**src/rtl/countdown_timer.sv**
```systemverilog
// countdown_timer: loadable down-counter with one-shot and periodic modes.
// A three-state control FSM (IDLE/RUN/PAUSED) gates the decrement. A
// one-cycle done pulse marks the terminal count. In periodic mode the count
// reloads from the value captured at the last load.
module countdown_timer #(
  parameter int WIDTH = 4
) (
  input  logic             clk,
  input  logic             reset_n,
  input  logic             load,
  input  logic [WIDTH-1:0] load_value,
  input  logic             start,
  input  logic             pause,
  input  logic             auto_reload,
  output logic [WIDTH-1:0] count,
  output logic             busy,
  output logic             done
);

  typedef enum logic [1:0] {
    IDLE   = 2'd0,
    RUN    = 2'd1,
    PAUSED = 2'd2
  } state_t;

  localparam logic [WIDTH-1:0] ONE = WIDTH'(1);

  state_t           state_reg, state_next;
  logic [WIDTH-1:0] count_reg, count_next;
  logic [WIDTH-1:0] reload_reg, reload_next;
  logic             done_reg, done_next;

  // State, count, reload value and done pulse registers; reset is immediate.
  always_ff @(posedge clk or negedge reset_n) begin
    if (!reset_n) begin
      state_reg  <= IDLE;
      count_reg  <= '0;
      reload_reg <= '0;
      done_reg   <= 1'b0;
    end else begin
      state_reg  <= state_next;
      count_reg  <= count_next;
      reload_reg <= reload_next;
      done_reg   <= done_next;
    end
  end

  // Next-state logic. Priority each cycle: load, then pause, then start,
  // then the decrement.
  always_comb begin
    state_next  = state_reg;
    count_next  = count_reg;
    reload_next = reload_reg;
    done_next   = 1'b0;

    if (load) begin
      // A load aborts any count in progress and suppresses the done pulse.
      count_next  = load_value;
      reload_next = load_value;
      state_next  = IDLE;
    end else begin
      case (state_reg)
        IDLE: begin
          // A zero count has nothing to time, so start is ignored.
          // The count is held in the transition cycle.
          if (start && (count_reg != '0)) begin
            state_next = RUN;
          end
        end

        RUN: begin
          if (pause) begin
            state_next = PAUSED;
          end else if (count_reg > ONE) begin
            count_next = count_reg - ONE;
          end else if (count_reg == ONE) begin
            // Terminal cycle. auto_reload only matters here.
            done_next = 1'b1;
            if (auto_reload) begin
              count_next = reload_reg;
            end else begin
              count_next = '0;
              state_next = IDLE;
            end
          end else begin
            // A zero count in RUN cannot arise; fall back to IDLE if it does.
            state_next = IDLE;
          end
        end

        PAUSED: begin
          // pause wins when pause and start are high together.
          if (!pause && start) begin
            state_next = RUN;
          end
        end

        default: begin
          state_next = IDLE;
        end
      endcase
    end
  end

  // Outputs come straight from the registers.
  always_comb begin
    count = count_reg;
    busy  = (state_reg != IDLE);
    done  = done_reg;
  end

endmodule
```
**config.mk**
```make
export PLATFORM = sky130hd
export DESIGN_NAME = countdown_timer
export DESIGN_NICKNAME = d
export VERILOG_FILES = /design/src/rtl/countdown_timer.sv
export SDC_FILE = /design/constraint.sdc
export NUM_CORES = 1
export LEC_CHECK = 0
export BUFFER_PORTS_ARGS = -buffer_cell sky130_fd_sc_hd__buf_2
export CORE_MARGIN = 2
export CORE_UTILIZATION = 40
export DETAILED_ROUTE_END_ITERATION = 8
export GPL_ROUTABILITY_DRIVEN = 1
export PLACE_DENSITY = 0.65
export SYNTH_ARGS = -nofsm -noshare
export SYNTH_HDL_FRONTEND = slang
export SYNTH_SLANG_ARGS = --single-unit
```
**constraint.sdc**
```tcl
create_clock -name clk -period 1.6 [get_ports clk]
set_input_delay 0.32 -clock clk [delete_from_list [all_inputs] [get_ports clk]]
set_output_delay 0.32 -clock clk [all_outputs]
set_load 0.02 [all_outputs]
```
# --- Word-level counts from Yosys, hierarchy flattened ---
# Cells that the tools add are included.
op_classes:
  muxes: 19
  eq_ne: 8
  add_sub_neg: 1
  reduce_logical: 10
  magnitude_cmp: 1
ops:
  columns: ["operator", "count"]
  rows:
  - ["$mux W4", 6]
  - ["$mux W2", 7]
  - ["$ne A3 B3 Y1 const B", 2]
  - ["$pmux W2 S3", 1]
  - ["$mux W1", 5]
  - ["$ne A5 B5 Y1 const B", 1]
  - ["$eq A4 B1 Y1 const B", 1]
  - ["$gt A4 B1 Y1 const B", 1]
  - ["$ne A4 B4 Y1 const B", 1]
  - ["$reduce_and A4 Y1", 1]
  - ["$reduce_bool A2 Y1", 2]
  - ["$reduce_bool A4 Y1", 1]
  - ["$sub A4 B1 Y4 const B", 1]
  - ["$reduce_and A3 Y1", 1]
  - ["$reduce_bool A3 Y1", 1]
  - ["$eq A2 B1 Y1 const B", 1]
  - ["$eq A2 B2 Y1 const B", 1]
  - ["$logic_and A1 B1 Y1", 2]
  - ["$logic_not A2 Y1", 1]
  - ["$ne A2 B2 Y1 const B", 1]
  - ["$logic_not A1 Y1", 1]
totals:
  ff_bits: 11
  word_cells: 43
  inputBits: 10

# --- Depth between registers and ports, before layout ---
depth:
  ltp_word: 6
  mapped_depth: 6

# --- Least setup slack after synthesis ---
# OpenSTA, ideal clock, no wires.
synth_path:
  kind: "reg-to-reg"
  from: "reg count_reg[0], in the netlist count[0]"
  to: "reg count_reg[3], in the netlist count[3]"
  t_required_ns: 1.505
  stages_incl_launch_ff: 7
  path_buffers: 0
  arrival_time_ns: 1.686
  path_slack_ns: -0.181
  synth_period_minus_slack_ns: 1.781
  setup_time_ns: 0.095
  cell_sequence: "dfrtp_1 inv_1 ha_1 or2_1 and2_1 o211a_1 o31ai_1"
synth_between:
  elab_chain_len: 5
  word_cells_on_any_way: 9
  cone_classes: "add/sub: 1; order compare: 1; eq/ne: 1; mux: 4; reduce/logical: 2"
synth_rtl:
  columns: ["element", "line_no", "text"]
  rows:
  - ["start, declared", "29", "logic [WIDTH-1:0] count_reg, count_next;"]
  - ["start signal, assigned", "42", "count_reg <= count_next;"]
  - ["$sub A4 B1 Y4 / $gt A4 B1 Y1 (equally long branches)", "75, 74", null]
  - ["$mux W4", "74", "end else if (count_reg > ONE) begin"]
  - ["$mux W4", "72", "if (pause) begin"]
  - ["$mux W4", "62", "case (state_reg)"]
  - ["$mux W4", "56", "if (load) begin"]
# Parallel ways exist; a longest one is shown, timed or not. The select of a mux whose other input is x is not followed.
# A chain may end at the register's enable or synchronous reset.

# --- Worst setup path in the final report ---
layout_path:
  from: "reg count_reg[0], in the netlist count[0]"
  to: "reg count_reg[0], in the netlist count[0]"
# Same word-level chain as after synthesis.

==> run metrics <==
Syn Inst Count=around 70; CP Launch Type=flip-flop; register area share after synthesis=between 40% and 50%; Switching Share=between 30% and 40%; Starting DRT DRC Count=14; layout cell share with drive strength beyond 1=46.5%; most frequent cells in the layout=buf_2 (14), dfrtp_1 (9), nand2_1 (8), inv_1 (7), buf_4 (7); WL/cell=roughly 15 um; LEAKAGE=0.438 nW; ys flop type=dfrtp_1; clock network fraction of total power=about 25%; Worst Slack Setup Final=0.0301 ns; vias in the first global route=583; most common cell after layout, fill and taps aside=buf_2; Via density=5.55; Synth async-reset ratio=100%; clk buf depth=2; final clock skew=roughly 0.0048 ns; Tmin final=between 1.5 and 2 ns; Port Buffer Count=15; core footprint=0.00151 mm^2; arrival time at the worst endpoint=1.73 ns; Distinct cells, synth=30; first-pass detailed-route iteration total=4; post-DP HPWL=about 1200 um; worst rel slew slack=~83%; Final setup viols=0; Sequential Power Share=between 30% and 40%; WS Path Type=reg -> reg; row count=14; Crit path max-delay family=flip-flops; pwr dens=892 mW/mm^2; status=finished clean; worst skew pair latency=between 0.2 and 0.3 ns; Overflow after GRT=0; switching power=0.303 mW; area grow syn2layout=45.4%; DR vias=roughly 640; # H-tree levels=1; synthesized net count=85; ANT cells=0; synth warn=0; dpl cell area=813 um^2; RSZ-0062 raised after global routing=true; worst path bufs/invs=0; post-synthesis instance area=between 600 and 700 um^2; CTS buffer count=3; final worst-path cycle share=between 90% and 100%; Post-Route WL=~1800 um; clk sinks=11; worst hold path class=in -> reg; cell area after layout=approximately 940 um^2; Critical Path End Type=flip-flop; Syn Area/Cell=between 8 and 9 um^2; Initial Utilization=between 40% and 50%; FF+latch count, synth=11; slowest stage cell, crit path=dfrtp_2; largest net degree at the start of global routing=16; maximum vdd drop=about 410 uV; Die H=between 40 and 50 um; die area=slightly below 0.002 mm^2; initial antenna violation count=0; GRT Util Overall=a little under a fifth; post-route ant nets=0; crit-path max cell delay=0.46 ns; Die W=44.1 um; Logic pwr share=between 30% and 40%; dpl ws=-0.0127 ns; Worst-path clk slew=~0.080 ns; CP Cell Sequence=ha_4, or2_4, and2_4, a311oi_4, o31ai_2; MaxCap Viol Count=0; GPL Wtd Cong=0.846; CTS root buf=clkbuf_4; drt drc=0; Worst Tran Pin Value=0.247 ns; Hold Violations, Final=0; fin nets=about 110; first-pass GRT wire length=between 2000 and 3000 um; P_int=~0.53 mW; max-slew violation count=0; CP required=1.76 ns; number of enable flip-flop cells after synthesis=0; TritonCTS clock tree=built; Tot Pwr=roughly 0.84 mW; Max Clk Rate=approximately 640 MHz; crit path max fanout=4; I/O pins=16
## Yosys cell counts, types with 2 or more instances
cell type,count,area share [%]
inv_1,9,5.2
o31ai_1,4,4.7
a311oi_1,2,2.7
a21oi_1,5,3.9
dfrtp_1,11,43
ha_1,3,5.8
o21ai_0,4,3.1
nor2_1,5,2.9
nand2_1,8,4.7
## stage by stage
step	TNS (ns)	hold slack [ns]	std cells	utilization [%]
after floorplan	0	0.0244	72	-
after global placement	0	0.208	109	54.0
after detailed placement	-0.0127	0.209	109	54.0
after CTS	0	0.265	114	57.1
after global routing	-0.0327	0.280	115	62.2
final	0	0.262	115	62.2
## cells by family after synthesis
logic type	share of synthesized area (%)
AOI/OAI and AO/OA	25.1
adders and majority gates	5.83
xor gates and xnor gates	2.72
DFF	42.7
buffers and inverters	6.60
and+or+nand+nor	17.1
## worst register-to-register path, cell delays in order (launching register included)
cell	delay, ns
dfrtp_2	0.46
ha_4	0.18
or2_4	0.25
and2_4	0.18
a311oi_4	0.28
o31ai_2	0.10
## timing repair
action | in CTS | in global routing
buffers inserted | 0 | 1
hold buffers | 1 | 0
hold endpoints to repair | 11 | 0
setup endpoints to repair | 1 | 5
cloned | 0 | 0
pin swaps | 1 | 9
resized for setup | 2 | 13
## final cells by class
| class | count | area (um^2) |
|---|---|---|
| Fill cell | 119 | 569 |
| Multi-Input combinational cell | 50 | 412 |
| Sequential cell | 11 | 278 |
| Timing Repair Buffer | 25 | 166 |
| Inverter | 9 | 33.8 |
| Clock buffer | 3 | 22.5 |
| Tap cell | 16 | 20.0 |
| Clock inverter | 1 | 5.00 |
## routing by layer
metal,up-vias,share of wire (%),global-route usage [%],routed length [um]
li1,309,-,-,-
met1,304,46,25.8,809
met2,18,48,27.1,848
met3,7,3.7,2.45,66
met4,0,2.7,10.9,48
met5,-,0,0,0
## power groups by stage
stage | sequential [mW] | combinational, mW | clock [mW]
floorplan | 0.348 | 0.128 | 0
global placement | 0.328 | 0.239 | 0
detailed placement | 0.329 | 0.243 | 0
CTS | 0.324 | 0.253 | 0.205
global route | 0.332 | 0.327 | 0.215
finish | 0.329 | 0.302 | 0.205
## worst paths after layout
check                      cells after the start       endpoint  slack, ns          start
hold reg to reg                                2  reload_reg[3]       0.54  reload_reg[3]
hold / removal                                 3       count[3]       0.26  load_value[3]
min in group asynchronous                      2  reload_reg[0]       0.44        reset_n
setup reg to reg                               5       count[0]       0.03       count[0]
max in group asynchronous                      2       count[1]       0.94        reset_n
setup / recovery                               5       count[0]       0.03       count[0]
Note: power is estimated with default switching activity, not from simulation.
